`src/rtl/multicycle_controller_if.sv`:
```
// Control bus between the multi-cycle MIPS controller and its datapath/memory.
// Optional build macro MULTICYCLE_IRQ_EN adds the irq input and epc_write output.
interface multicycle_controller_if #(
  parameter int INSTRET_W = 32
) ();

  // Memory handshake: the controller raises mem_read/mem_write (with i_or_d) and
  // holds them unchanged every cycle until mem_ready is high; the access
  // completes in exactly the cycle where request and mem_ready are both high.
  logic [5:0]           opcode;
  logic [5:0]           funct;
  logic                 mem_ready;

  logic                 pc_write;
  logic                 pc_write_cond;
  logic [2:0]           branch;
  logic [1:0]           pc_source;
  logic                 ir_write;
  logic                 i_or_d;
  logic                 mem_read;
  logic                 mem_write;
  logic                 reg_write;
  logic [1:0]           reg_dst;
  logic [1:0]           mem_to_reg;
  logic                 ext_op;
  logic                 lui_op;
  logic [1:0]           alu_src_a;
  logic [1:0]           alu_src_b;
  logic [3:0]           alu_op;
  logic [2:0]           state;
  logic                 err;
  logic [INSTRET_W-1:0] instret;

`ifdef MULTICYCLE_IRQ_EN
  logic                 irq;
  logic                 epc_write;

  modport master (
    input  opcode, funct, mem_ready, irq,
    output pc_write, pc_write_cond, branch, pc_source, ir_write, i_or_d,
           mem_read, mem_write, reg_write, reg_dst, mem_to_reg, ext_op, lui_op,
           alu_src_a, alu_src_b, alu_op, state, err, instret, epc_write
  );

  modport slave (
    output opcode, funct, mem_ready, irq,
    input  pc_write, pc_write_cond, branch, pc_source, ir_write, i_or_d,
           mem_read, mem_write, reg_write, reg_dst, mem_to_reg, ext_op, lui_op,
           alu_src_a, alu_src_b, alu_op, state, err, instret, epc_write
  );
`else
  modport master (
    input  opcode, funct, mem_ready,
    output pc_write, pc_write_cond, branch, pc_source, ir_write, i_or_d,
           mem_read, mem_write, reg_write, reg_dst, mem_to_reg, ext_op, lui_op,
           alu_src_a, alu_src_b, alu_op, state, err, instret
  );

  modport slave (
    output opcode, funct, mem_ready,
    input  pc_write, pc_write_cond, branch, pc_source, ir_write, i_or_d,
           mem_read, mem_write, reg_write, reg_dst, mem_to_reg, ext_op, lui_op,
           alu_src_a, alu_src_b, alu_op, state, err, instret
  );
`endif

endinterface

```
`src/rtl/multicycle_controller.sv`:
```
// Multi-cycle MIPS control FSM (IF/ID/EX/MEM/WB) with memory wait states, timeout ERR
// state and retired-instruction counter. Optional macro MULTICYCLE_IRQ_EN adds the EXC state.
module multicycle_controller #(
  parameter int MEM_TIMEOUT = 15,
  parameter int INSTRET_W   = 32
) (
  input  logic                    clk,
  input  logic                    rst_n,
  multicycle_controller_if.master bus
);

  localparam int CW = (MEM_TIMEOUT < 1) ? 1 : $clog2(MEM_TIMEOUT + 1);
  localparam logic [CW-1:0] TIMEOUT_V = CW'(MEM_TIMEOUT);

  localparam logic [5:0] OP_R     = 6'h00;
  localparam logic [5:0] OP_BLTZ  = 6'h01;
  localparam logic [5:0] OP_J     = 6'h02;
  localparam logic [5:0] OP_JAL   = 6'h03;
  localparam logic [5:0] OP_BEQ   = 6'h04;
  localparam logic [5:0] OP_BNE   = 6'h05;
  localparam logic [5:0] OP_BLEZ  = 6'h06;
  localparam logic [5:0] OP_BGTZ  = 6'h07;
  localparam logic [5:0] OP_ADDI  = 6'h08;
  localparam logic [5:0] OP_ADDIU = 6'h09;
  localparam logic [5:0] OP_SLTI  = 6'h0a;
  localparam logic [5:0] OP_SLTIU = 6'h0b;
  localparam logic [5:0] OP_ANDI  = 6'h0c;
  localparam logic [5:0] OP_ORI   = 6'h0d;
  localparam logic [5:0] OP_LUI   = 6'h0f;
  localparam logic [5:0] OP_LW    = 6'h23;
  localparam logic [5:0] OP_SW    = 6'h2b;

  localparam logic [5:0] FN_SLL   = 6'h00;
  localparam logic [5:0] FN_SRL   = 6'h02;
  localparam logic [5:0] FN_SRA   = 6'h03;
  localparam logic [5:0] FN_JR    = 6'h08;
  localparam logic [5:0] FN_JALR  = 6'h09;

  typedef enum logic [2:0] {
    stIf  = 3'd0,
    stId  = 3'd1,
    stEx  = 3'd2,
    stMem = 3'd3,
    stWb  = 3'd4,
    stErr = 3'd5,
    stExc = 3'd6
  } state_t;

  state_t               stateQ, stateD;
  logic [CW-1:0]        waitCnt;
  logic [INSTRET_W-1:0] instretQ;
  logic                 errQ;
  logic                 retire;
  logic                 waitInc;
  logic                 irqReq;

  logic                 isRType, isJr, isJalr, isJ, isJal, isJump;
  logic                 isBranch, isLw, isSw, isShift, isLegal;
  logic [2:0]           aluLow;

  logic       pcWrite, pcWriteCond, irWrite, iOrD, memRead, memWrite, regWrite;
  logic       extOp, luiOp, epcWrite;
  logic [2:0] branchType;
  logic [1:0] pcSource, regDst, memToReg, aluSrcA, aluSrcB;
  logic [3:0] aluOp;

`ifdef MULTICYCLE_IRQ_EN
  assign irqReq = bus.irq;
`else
  assign irqReq = 1'b0;
`endif

  assign isRType  = (bus.opcode == OP_R);
  assign isJr     = isRType && (bus.funct == FN_JR);
  assign isJalr   = isRType && (bus.funct == FN_JALR);
  assign isJ      = (bus.opcode == OP_J);
  assign isJal    = (bus.opcode == OP_JAL);
  assign isJump   = isJ || isJal || isJr || isJalr;
  assign isBranch = bus.opcode inside {OP_BEQ, OP_BNE, OP_BLEZ, OP_BGTZ, OP_BLTZ};
  assign isLw     = (bus.opcode == OP_LW);
  assign isSw     = (bus.opcode == OP_SW);
  assign isShift  = isRType && (bus.funct inside {FN_SLL, FN_SRL, FN_SRA});
  assign isLegal  = bus.opcode inside {OP_R, OP_LW, OP_SW, OP_LUI, OP_ADDI, OP_ADDIU,
                                       OP_ANDI, OP_ORI, OP_SLTI, OP_SLTIU, OP_BEQ,
                                       OP_BNE, OP_BLEZ, OP_BGTZ, OP_BLTZ, OP_J, OP_JAL};

  always_comb begin
    aluLow = 3'b000;
    case (bus.opcode)
      OP_R:              aluLow = 3'b010;
      OP_BEQ, OP_BNE:    aluLow = 3'b001;
      OP_ANDI:           aluLow = 3'b100;
      OP_ORI:            aluLow = 3'b011;
      OP_SLTI, OP_SLTIU: aluLow = 3'b101;
      default:           aluLow = 3'b000;
    endcase
  end

  always_comb begin
    stateD      = stateQ;
    retire      = 1'b0;
    waitInc     = 1'b0;
    pcWrite     = 1'b0;
    pcWriteCond = 1'b0;
    branchType  = 3'b000;
    pcSource    = 2'b00;
    irWrite     = 1'b0;
    iOrD        = 1'b0;
    memRead     = 1'b0;
    memWrite    = 1'b0;
    regWrite    = 1'b0;
    regDst      = 2'b00;
    memToReg    = 2'b00;
    extOp       = 1'b0;
    luiOp       = 1'b0;
    aluSrcA     = 2'b00;
    aluSrcB     = 2'b00;
    aluOp       = 4'b0000;
    epcWrite    = 1'b0;
    case (stateQ)
      stIf: begin
        memRead = 1'b1;
        aluSrcB = 2'b01;
        if (bus.mem_ready) begin
          pcWrite = 1'b1;
          irWrite = 1'b1;
          stateD  = stId;
        end else if (waitCnt == TIMEOUT_V) begin
          stateD = stErr;
        end else begin
          waitInc = 1'b1;
        end
      end
      stId: begin
        aluSrcB = 2'b11;
        if (isJump) begin
          pcWrite  = 1'b1;
          pcSource = 2'b10;
          retire   = 1'b1;
          if (isJal || isJalr) begin
            regWrite = 1'b1;
            regDst   = isJal ? 2'b10 : 2'b01;
            memToReg = 2'b10;
          end
        end else if (!isLegal) begin
          stateD = stErr;
        end else begin
          stateD = stEx;
        end
      end
      stEx: begin
        extOp   = !isShift;
        luiOp   = (bus.opcode == OP_LUI);
        aluOp   = {bus.opcode[0], aluLow};
        aluSrcA = 2'b01;
        if (isBranch) begin
          pcWriteCond = 1'b1;
          pcSource    = 2'b01;
          branchType  = bus.opcode[2:0];
          retire      = 1'b1;
        end else if (isLw || isSw) begin
          aluSrcB = 2'b10;
          aluOp   = 4'b0000;
          stateD  = stMem;
        end else if (isRType) begin
          aluSrcA = isShift ? 2'b10 : 2'b01;
          stateD  = stWb;
        end else begin
          aluSrcB = 2'b10;
          stateD  = stWb;
        end
      end
      stMem: begin
        iOrD     = 1'b1;
        memRead  = isLw;
        memWrite = isSw;
        if (bus.mem_ready) begin
          if (isLw) stateD = stWb;
          else retire = 1'b1;
        end else if (waitCnt == TIMEOUT_V) begin
          stateD = stErr;
        end else begin
          waitInc = 1'b1;
        end
      end
      stWb: begin
        regWrite = 1'b1;
        regDst   = isRType ? 2'b01 : 2'b00;
        memToReg = isLw ? 2'b00 : 2'b01;
        retire   = 1'b1;
      end
      stExc: begin
        epcWrite = 1'b1;
        pcWrite  = 1'b1;
        pcSource = 2'b11;
        stateD   = stIf;
      end
      stErr:   stateD = stErr;
      default: stateD = stErr;
    endcase
    // Every retiring transition is the single point where an interrupt is taken.
    if (retire) stateD = irqReq ? stExc : stIf;
  end

  always_ff @(posedge clk or negedge rst_n) begin
    if (!rst_n) begin
      stateQ   <= stIf;
      waitCnt  <= '0;
      instretQ <= '0;
      errQ     <= 1'b0;
    end else begin
      stateQ   <= stateD;
      waitCnt  <= waitInc ? waitCnt + CW'(1) : '0;
      if (retire) instretQ <= instretQ + INSTRET_W'(1);
      if (stateD == stErr) errQ <= 1'b1;
    end
  end

  assign bus.pc_write      = pcWrite;
  assign bus.pc_write_cond = pcWriteCond;
  assign bus.branch        = branchType;
  assign bus.pc_source     = pcSource;
  assign bus.ir_write      = irWrite;
  assign bus.i_or_d        = iOrD;
  assign bus.mem_read      = memRead;
  assign bus.mem_write     = memWrite;
  assign bus.reg_write     = regWrite;
  assign bus.reg_dst       = regDst;
  assign bus.mem_to_reg    = memToReg;
  assign bus.ext_op        = extOp;
  assign bus.lui_op        = luiOp;
  assign bus.alu_src_a     = aluSrcA;
  assign bus.alu_src_b     = aluSrcB;
  assign bus.alu_op        = aluOp;
  assign bus.state         = stateQ;
  assign bus.err           = errQ;
  assign bus.instret       = instretQ;
`ifdef MULTICYCLE_IRQ_EN
  assign bus.epc_write     = epcWrite;
`else
  logic unusedEpc;
  assign unusedEpc = epcWrite;
`endif

endmodule

```
`src/flat_wrapper.sv`:
```
// flat-port wrapper written by rule: the top's interface ports become plain ports
module multicycle_controller_flat 
#(
  parameter int MEM_TIMEOUT = 15,
  parameter int INSTRET_W   = 32
)
  (clk, rst_n, bus_opcode, bus_funct, bus_mem_ready, bus_pc_write, bus_pc_write_cond, bus_branch, bus_pc_source, bus_ir_write, bus_i_or_d, bus_mem_read, bus_mem_write, bus_reg_write, bus_reg_dst, bus_mem_to_reg, bus_ext_op, bus_lui_op, bus_alu_src_a, bus_alu_src_b, bus_alu_op, bus_state, bus_err, bus_instret);
  multicycle_controller_if #(.INSTRET_W(INSTRET_W)) bus_i ();
  input  logic clk;
  input  logic rst_n;
  input wire logic [$bits(bus_i.opcode)-1:0] bus_opcode;
  input wire logic [$bits(bus_i.funct)-1:0] bus_funct;
  input wire logic [$bits(bus_i.mem_ready)-1:0] bus_mem_ready;
  output wire logic [$bits(bus_i.pc_write)-1:0] bus_pc_write;
  output wire logic [$bits(bus_i.pc_write_cond)-1:0] bus_pc_write_cond;
  output wire logic [$bits(bus_i.branch)-1:0] bus_branch;
  output wire logic [$bits(bus_i.pc_source)-1:0] bus_pc_source;
  output wire logic [$bits(bus_i.ir_write)-1:0] bus_ir_write;
  output wire logic [$bits(bus_i.i_or_d)-1:0] bus_i_or_d;
  output wire logic [$bits(bus_i.mem_read)-1:0] bus_mem_read;
  output wire logic [$bits(bus_i.mem_write)-1:0] bus_mem_write;
  output wire logic [$bits(bus_i.reg_write)-1:0] bus_reg_write;
  output wire logic [$bits(bus_i.reg_dst)-1:0] bus_reg_dst;
  output wire logic [$bits(bus_i.mem_to_reg)-1:0] bus_mem_to_reg;
  output wire logic [$bits(bus_i.ext_op)-1:0] bus_ext_op;
  output wire logic [$bits(bus_i.lui_op)-1:0] bus_lui_op;
  output wire logic [$bits(bus_i.alu_src_a)-1:0] bus_alu_src_a;
  output wire logic [$bits(bus_i.alu_src_b)-1:0] bus_alu_src_b;
  output wire logic [$bits(bus_i.alu_op)-1:0] bus_alu_op;
  output wire logic [$bits(bus_i.state)-1:0] bus_state;
  output wire logic [$bits(bus_i.err)-1:0] bus_err;
  output wire logic [$bits(bus_i.instret)-1:0] bus_instret;
  assign bus_i.opcode = bus_opcode;
  assign bus_i.funct = bus_funct;
  assign bus_i.mem_ready = bus_mem_ready;
  assign bus_pc_write = bus_i.pc_write;
  assign bus_pc_write_cond = bus_i.pc_write_cond;
  assign bus_branch = bus_i.branch;
  assign bus_pc_source = bus_i.pc_source;
  assign bus_ir_write = bus_i.ir_write;
  assign bus_i_or_d = bus_i.i_or_d;
  assign bus_mem_read = bus_i.mem_read;
  assign bus_mem_write = bus_i.mem_write;
  assign bus_reg_write = bus_i.reg_write;
  assign bus_reg_dst = bus_i.reg_dst;
  assign bus_mem_to_reg = bus_i.mem_to_reg;
  assign bus_ext_op = bus_i.ext_op;
  assign bus_lui_op = bus_i.lui_op;
  assign bus_alu_src_a = bus_i.alu_src_a;
  assign bus_alu_src_b = bus_i.alu_src_b;
  assign bus_alu_op = bus_i.alu_op;
  assign bus_state = bus_i.state;
  assign bus_err = bus_i.err;
  assign bus_instret = bus_i.instret;
  multicycle_controller #(.MEM_TIMEOUT(MEM_TIMEOUT), .INSTRET_W(INSTRET_W)) u_core (.clk(clk), .rst_n(rst_n), .bus(bus_i));
endmodule
```
`config.mk`:
```
export PLATFORM = sky130hd
export DESIGN_NAME = multicycle_controller_flat
export DESIGN_NICKNAME = d
export VERILOG_FILES = /design/src/rtl/multicycle_controller_if.sv /design/src/rtl/multicycle_controller.sv /design/src/flat_wrapper.sv
export SDC_FILE = /design/constraint.sdc
export NUM_CORES = 1
export LEC_CHECK = 0
export BUFFER_PORTS_ARGS = -buffer_cell sky130_fd_sc_hd__buf_2
export CAP_MARGIN = 30
export CORE_MARGIN = 2
export CORE_UTILIZATION = 47
export CTS_CLUSTER_SIZE = 10
export DETAILED_ROUTE_END_ITERATION = 7
export PLACE_DENSITY = 0.84
export SYNTH_ARGS = -nofsm -noshare
export SYNTH_HDL_FRONTEND = slang
export SYNTH_SLANG_ARGS = --single-unit
```
`constraint.sdc`:
```
create_clock -name clk -period 2.22 [get_ports clk]
set_input_delay 0.111 -clock clk [delete_from_list [all_inputs] [get_ports clk]]
set_output_delay 0.111 -clock clk [all_outputs]
set_load 0.01 [all_outputs]
```
==> run summary, run 1 <==
The via density per instance is 5.65. Compared with the post-synthesis result, the final layout area differs by 28.1%. The most used flip-flop cell after synthesis is sky130_fd_sc_hd__dfrtp_1.

In the final design database the tool counted 379 nets. Sequential cells account for 36.5% of the total power. In this run the tightest slew margin relative to its limit is 40.8%. The internal portion of the total power is 1.63 mW.

The clock skew after layout is 0.00677 ns. The maximum buffer depth of the clock tree came out at 2. Detailed routing inserted a total of 2453 vias. The cell area after technology mapping is between 2000 and 3000 um2. The first TritonRoute pass finished after 4 iterations.

The maximum vdd drop is ~580 uV. For this run, asynchronously set or reset flops after synthesis account for 100%. The number of global-route vias before repair is approximately 2200. The data arrival time of the worst path came out at 2.35 ns. The first element of the critical path is u_core.bus.instret[5]. The detailed placer's ending HPWL came out at 4720 um.

The share of the clock period used by the worst path after layout is 96.5%. The setup-violating endpoint count in the final report is 0. The dominant cell by count in the synthesized netlist is sky130_fd_sc_hd__dfrtp_1.

The final setup TNS came out at 0 ns. After the flow finishes, the layout carries non-filler instances totaling 434. After detailed placement, the total cell area comes to 3150 um2. The tree is rooted in a sky130_fd_sc_hd__clkbuf_8.

The number of buffers created by CTS came out at 5. The fraction of synthesized cell area taken by the top area cell type is between 30% and 40%. The fraction of the core area covered by cells at the end of the flow is approximately three fifths. After synthesis, the cell types taking the most area are sky130_fd_sc_hd__dfrtp_1, sky130_fd_sc_hd__xor2_1, sky130_fd_sc_hd__a2111oi_4. In the global route stage, met3 resource usage came out at under 10%. In this run, placement finished with an instance count of approximately 420. The number of different library cells in the post-synthesis netlist is 51. The share of power burned in the clock network came out at 18.7%. The count of standard-cell rows is 27. The proportion of synthesized chip area in sequential cells is between 30% and 40%. The effective utilization at floorplan is 48.0%. The residual overflow from global routing is 0. Dividing the detail-routed wire length by the instance count gives 15.1 um.

Of the total power, the share spent switching nets is 41.1%. The die width is 78.3 um. The run finished with clean final reports. The clock edge transition at the registers on the reported setup and hold paths is around 0.08 ns. In this run the count of I/O pins placed on the die edge is a little under 80. The post-synthesis instance total is 273. The setup path with the least slack is of type register to register.

The classification of the worst-slack hold path is input pin to register. sky130_fd_sc_hd__dfrtp_1 takes more of the synthesized area than any other cell. The count of input and output buffers is 76. The leakage power summed over all cells is 1.32 nW. The worst hold path begins at bus_mem_ready. In this run the most used layer during global routing was met2. The wire length reported by the detailed router came out at roughly 6600 um. The height of the die is 78.3 um.

The number of synthesized register bits is 40. The number of clock sinks seen by CTS came out at 40. The first-pass GRT wire length came out at between 10000 and 15000 um. The worst path in the final design needs a cycle of 2.14 ns, including I/O delays and setup. The count of warnings emitted by yosys is 0.

The total nets after synthesis came out at 290. The proportion of layout cells with a drive suffix above 1 came out at around a third. The remaining number of nets flagged by the antenna check after routing is 0. The cell area power density is approximately 830 nW/um2. Max-cap violations in this run came to 0.

By count the netlist is led by sky130_fd_sc_hd__dfrtp_1, sky130_fd_sc_hd__xor2_1, sky130_fd_sc_hd__nand2_1. The relative contribution of combinational cells to total power is 44.8%. The met1 track demand over resource in global routing is 32.7%. The number of endpoints with negative hold slack in the final report came out at 0.

The worst setup path is launched from a register. The maximum number of pins on one net before global-route repair is 41. The DRC marker count from the first detailed-route iteration came out at 224. The total inserted antenna cells came out at 0. The count of flip-flops with a built-in enable after synthesis is 0.

The H-tree level count is 2. The overall global routing resource usage is 21.7%. The initial antenna violation count is 0.

Of all nets on the critical path, the largest fanout is 10. The power spent charging and discharging nets came out at 1.14 mW. The mean instance size in the synthesized netlist is ~9.5 um2.

The finished cells cover 3320 um2. The count of pins over their slew limit is 0. For the pin with the worst max-slew slack, the measured transition is 0.887 ns. In the global route stage, met2 resource usage came out at 32.9%.

The global placement routability congestion is 0.914. STA classifies the critical path endpoint as a register. For this run, the top clock speed supported by timing is 467 MHz. The data required time at the worst endpoint is 2.43 ns. The die covers 6130 um2. The later-pin clock latency in the skew report is 0.29 ns. TritonCTS built the clock tree. The remaining design rule violation count is 0. The start of the worst register-to-register path is u_core.bus.instret[5]. The standard cell core area is 5410 um2.
flip-flops by register name, summed over array words and instances (netlist names):
register and cells:
u_core.bus.instret 32, u_core.bus.state 3, u_core.bus.err 1, u_core.waitCnt 4
through the flow:
step                      setup slack (ns)  hold WS (ns)  power (mW)
after floorplan                    0.00451        -0.185        1.71
after global placement               0.125         0.270        2.18
after detailed placement            0.0595         0.285        2.21
after CTS                           0.0253         0.268        2.73
after global routing               -0.0149         0.290        2.94
final                               0.0787         0.273        2.77
cell families after synthesis:
group                    count (synthesis)  share of synthesized area, %
AO/OA/AOI/OAI                           60                          21.7
XOR/XNOR                                33                          11.1
adder cells (fa/ha/maj)                  2                         0.965
buffers and inverters                   32                          5.45
flip-flops                              40                          38.6
multiplexers                             1                         0.434
AND/OR/NAND/NOR                        105                          21.7
layer usage:
metal	wire, um	up-vias
met5	0	-
met4	31	0
met3	430	5
met2	3170	83
met1	2940	1201
li1	-	1164
power groups by stage:
stage	clock, mW	combinational [mW]	sequential, mW
after detailed placement	0	1.19	1.02
after CTS	0.523	1.20	1.01
final	0.516	1.24	1.01
after global routing	0.556	1.35	1.04
after floorplan	0	0.664	1.04
after global placement	0	1.17	1.01
worst max-delay path, stage by stage, from the launching register on:
cell	delay [ns]
sky130_fd_sc_hd__dfrtp_1	0.41
sky130_fd_sc_hd__nand3_2	0.12
sky130_fd_sc_hd__or4_4	0.53
sky130_fd_sc_hd__or3_1	0.36
sky130_fd_sc_hd__buf_6	0.19
sky130_fd_sc_hd__a2111oi_4	0.28
sky130_fd_sc_hd__xor2_1	0.18
layout make-up:
class / count / area [um2]
fillers: 444 / 2080
multi-input cells: 201 / 1490
flip-flops and latches: 40 / 1000
repair buffers: 99 / 584
clock buffers: 7 / 96.3
well taps: 72 / 90.1
inverters: 15 / 56.3
timing repair:
item                                    in CTS  in global routing
buffers inserted                             0                  3
gates resized for setup                      0                 15
hold endpoints to repair                    40                  0
endpoints found under the setup margin       0                 19
hold buffers                                 1                  0
cells in the final DEF, fill, tap and decap left out, types with 2 or more instances in the layout:
cell                        netlist  final
sky130_fd_sc_hd__xnor2_1          9      9
sky130_fd_sc_hd__a2111oi_2        5      4
sky130_fd_sc_hd__nand4_1          4      4
sky130_fd_sc_hd__xor2_1          24     24
sky130_fd_sc_hd__buf_2            5     76
sky130_fd_sc_hd__ha_1             2      2
sky130_fd_sc_hd__a211oi_1         9      9
sky130_fd_sc_hd__nor4b_1          2      2
sky130_fd_sc_hd__buf_4            0     19
sky130_fd_sc_hd__nor2_1          21     21
sky130_fd_sc_hd__nand3_1         16     16
sky130_fd_sc_hd__or3_1            5      5
sky130_fd_sc_hd__a2111oi_1        0      9
sky130_fd_sc_hd__nand4b_1         2      2
sky130_fd_sc_hd__nor2b_1          7      7
sky130_fd_sc_hd__o21ai_0          4      4
sky130_fd_sc_hd__or2_2            3      3
sky130_fd_sc_hd__a31oi_1          2      2
sky130_fd_sc_hd__nor4_1           2      2
sky130_fd_sc_hd__a21o_1           4      4
sky130_fd_sc_hd__and2_1           3      3
sky130_fd_sc_hd__buf_12           0      2
sky130_fd_sc_hd__clkbuf_8         0      7
sky130_fd_sc_hd__a21oi_1          9      9
sky130_fd_sc_hd__and3_1           3      3
sky130_fd_sc_hd__o21a_1           2      2
sky130_fd_sc_hd__nor3_1           5      5
sky130_fd_sc_hd__inv_1           15     15
sky130_fd_sc_hd__dfrtp_1         40     39
sky130_fd_sc_hd__nand2_1         22     22
sky130_fd_sc_hd__a2111oi_4        4      6
sky130_fd_sc_hd__a32oi_1          2      2
path summary, 6_finish.rpt:
check | endpoint | slack (ns) | depth (start not counted)
worst max-delay path | u_core.bus.instret[25] | 0.08 | 6
worst min-delay path | u_core.bus.state[1] | 0.27 | 4
worst max register to register | u_core.bus.instret[25] | 0.08 | 6
worst min register to register | u_core.bus.err | 0.46 | 1
max in group asynchronous | u_core.bus.state[1] | 1.12 | 2
min in group asynchronous | u_core.bus.instret[15] | 0.50 | 2
Power figures use the tool's default switching activity.
==> run 2, diff against run 1 <==
- CORE_UTILIZATION: 47 -> 52
- PLACE_DENSITY: 0.84 -> 0.87
- clock period: 2.22 -> 2.1 ns (I/O delays scaled with it)
==> run summary, run 2 (synthesized netlist as in run 1, its figures left out) <==
Outcome: finished, violations left (was completed). The checks that failed: setup timing. The count of pins over their slew limit is 0 (unchanged). The slew at the pin closest to its max-slew limit came out at 0.897 ns (was 0.887 ns).

The data arrival time of the worst path is 2.33 ns (was 2.35 ns). The number of global-route vias before repair was 2345 (was 2198). The classification of the worst-slack hold path was input pin to register (unchanged).

The DRC marker count from the first detailed-route iteration came out at 198 (was 224). The die width came out at 74.6 um (was 78.3 um). The critical path's largest stage delay is 0.49 ns (was 0.53 ns). The maximum number of pins on one net before global-route repair came out at 41 (unchanged). The kind of capture point of the worst setup path is a register (unchanged). The standard cell core area came to 4750 um2 (was 5410 um2). The first-pass GRT wire length is 10900 um (was 10800 um). The worst setup timing slack at the placement stage is -0.129 ns (was 0.0595 ns). The achievable clock frequency is 473 MHz (was 467 MHz). The start point of the worst hold path is bus_mem_ready (unchanged). The share of total power consumed by net switching came out at 41.7% (was 41.1%). The via density per instance was 5.77 (was 5.65). The part of the total power dissipated in sequential elements is 31.8% (was 36.5%). The relative contribution of combinational cells to total power is 48.7% (was 44.8%). The met1 track demand over resource in global routing is 34.0% (was 32.7%). The maximum vdd drop came to 771 uV (was 579 uV).

The net count reported at finish is 394 (was 379). The detailed placer's ending HPWL is 5110 um (was 4720 um). The fraction of the core area covered by cells at the end of the flow was 74.8% (was 61.5%). The H-tree level count was 2 (unchanged). The detailed-router iteration count before antenna repair is 4 (unchanged).

The worst-path maximum fanout came out at 8 (was 10). The clock edge transition at the registers on the reported setup and hold paths is 0.08 ns (about the same). The setup-violating endpoint count in the final report is 1 (was 0).

The clock skew after layout came out at 0.00432 ns (was 0.00677 ns). The share of power burned in the clock network is 19.5% (was 18.7%). The effective utilization at floorplan is 54.5% (was 48.0%). Highest-count cells in the layout ignoring fill and taps: sky130_fd_sc_hd__buf_2, sky130_fd_sc_hd__dfrtp_1, sky130_fd_sc_hd__buf_4 (was sky130_fd_sc_hd__buf_2, sky130_fd_sc_hd__dfrtp_1, sky130_fd_sc_hd__xor2_1). The cell area power density is 925 nW/um2 (was 833 nW/um2). The worst hold margin was 0.254 ns (was 0.273 ns). The number of buffers created by CTS is 5 (unchanged). The global routing met3 resource utilization is 4.42% (was 4.48%).

The share of the clock period used by the worst path after layout is 101% (was 96.5%). The worst slew slack as a fraction of its limit was 40.2% (was 40.8%). Worst path cell trace: nor2b_1 -> o2111ai_1 -> and3b_2 -> buf_4 -> a2111oi_1 -> xor2_1 (was nand3_2 -> or4_4 -> or3_1 -> buf_6 -> a2111oi_4 -> xor2_1). The residual overflow from global routing is 0 (unchanged). The class of the most critical setup path is register to register (unchanged). The global placement routability congestion came out at 0.949 (was 0.914). The start of the worst register-to-register path was u_core.bus.state[2] (was u_core.bus.instret[5]).

The library cell used as clock root buffer is sky130_fd_sc_hd__clkbuf_8 (unchanged). The wire length reported by the detailed router came to 7560 um (was 6570 um). The startpoint type of the worst setup path is a register (unchanged). The count of standard-cell rows came to 25 (was 27). The met2 track utilization from global routing is 41.5% (was 32.9%).

The final critical delay including setup and external delays is 2.11 ns (was 2.14 ns). The peak-usage layer in the global routing report is met2 (unchanged). The number of clock sinks seen by CTS came out at 40 (unchanged). The per-cell routed wire length came out at 17.0 um (was 15.1 um). The remaining number of nets flagged by the antenna check after routing was 0 (unchanged). The remaining design rule violation count is 0 (unchanged). The proportion of layout cells with a drive suffix above 1 is 41.5% (was 35.1%). The data required time at the worst endpoint came out at 2.32 ns (was 2.43 ns). Setup repair after global routing could not meet its margin everywhere. The number of endpoints with negative hold slack in the final report is 0 (unchanged).

The design internal power came out at 1.92 mW (was 1.63 mW). The total of max-cap violations came out at 0 (unchanged). The flip-flop count of the largest register, all copies and words added is 32 (unchanged).

The leading cell type in the layout, fill and taps excluded is sky130_fd_sc_hd__buf_2 (unchanged). The leakage power summed over all cells was 1.41 nW (was 1.32 nW). The height of the die came out at 74.6 um (was 78.3 um). The final worst setup slack is -0.0120 ns (was 0.0787 ns).

The cell at the slowest stage of the critical path is sky130_fd_sc_hd__a2111oi_1 (was sky130_fd_sc_hd__or4_4). The overall global routing resource usage is 25.5% (was 21.7%). The area enclosed by the die boundary is 5570 um2 (was 6130 um2). The total inserted antenna cells came out at 0 (unchanged).

The clock tree from TritonCTS is built (unchanged). The maximum buffer depth of the clock tree came out at 2 (unchanged). The initial antenna violation count is 0 (unchanged).

The first element of the critical path is u_core.bus.state[2] (was u_core.bus.instret[5]). The count of input and output buffers is 76 (unchanged). The synthesis-to-finish area growth came out at 37.2% (was 28.1%). The number of I/O pins came out at 77 (unchanged). The later-pin clock latency in the skew report came out at 0.31 ns (was 0.29 ns).

The power spent charging and discharging nets came to 1.37 mW (was 1.14 mW). The overall via count from detail_route came to 2568 (was 2453).
[run 2: critical path, delay by kind of cell, from the launching register on]
| kind | cells | cell delay (ns) |
|---|---|---|
| XOR/XNOR | 1 | 0.22 |
| AO/OA/AOI/OAI | 2 | 0.65 |
| buffers and inverters | 1 | 0.20 |
| AND/OR/NAND/NOR | 2 | 0.50 |
| flip-flops | 1 | 0.45 |
[run 2: path summary, 6_finish.rpt]
kind                                          end  slack [ns]  cells past startpoint
setup reg to reg           u_core.bus.instret[20]       -0.01                      6
max in group asynchronous     u_core.bus.state[1]        1.02                      2
setup / recovery           u_core.bus.instret[20]       -0.01                      6
min in group asynchronous  u_core.bus.instret[18]        0.46                      2
hold / removal                u_core.bus.state[1]        0.25                      4
hold reg to reg                 u_core.waitCnt[0]        0.47                      1
[run 2: stage by stage]
stage	instances	power [mW]	cell area (um2)	TNS, ns
2_1_floorplan	273	1.82	2610	-0.105
3_3_place_gp	435	2.45	3290	0
3_5_place_dp	435	2.50	3290	-0.129
4_1_cts	444	3.13	3410	0
5_1_grt	445	3.45	3560	-0.316
6_report	445	3.29	3560	-0.0120
[run 2: cell type report]
class / count / area (um2)
multi-input combinational: 201 / 1600
fill: 345 / 1200
sequential: 40 / 1000
timing repair buffer: 114 / 709
tap: 67 / 83.8
clock buffer: 6 / 72.6
inverter: 15 / 56.3
clock inverter: 2 / 35.0
[run 2: repair_timing]
item | CTS | global route
pin swaps | 0 | 4
gates cloned | 0 | 0
endpoints found under the setup margin | 2 | 27
setup buffers | 0 | 1
hold endpoints to repair | 40 | 0
hold buffers | 1 | 0
gates resized for setup | 2 | 30
[run 2: per-layer routing]
metal | share of wire [%] | up-vias | routed length [um]
li1 | - | 1196 | -
met3 | 6.2 | 16 | 468
met4 | 2.1 | 0 | 156
met5 | 0 | - | 0
met2 | 50 | 108 | 3760
met1 | 42 | 1248 | 3180
[run 2: power groups by stage]
stage | clock (mW) | sequential, mW | combinational [mW]
after floorplan | 0 | 1.10 | 0.713
after global placement | 0 | 1.04 | 1.41
after detailed placement | 0 | 1.05 | 1.44
after CTS | 0.633 | 1.04 | 1.46
after global routing | 0.674 | 1.06 | 1.71
final | 0.642 | 1.05 | 1.60
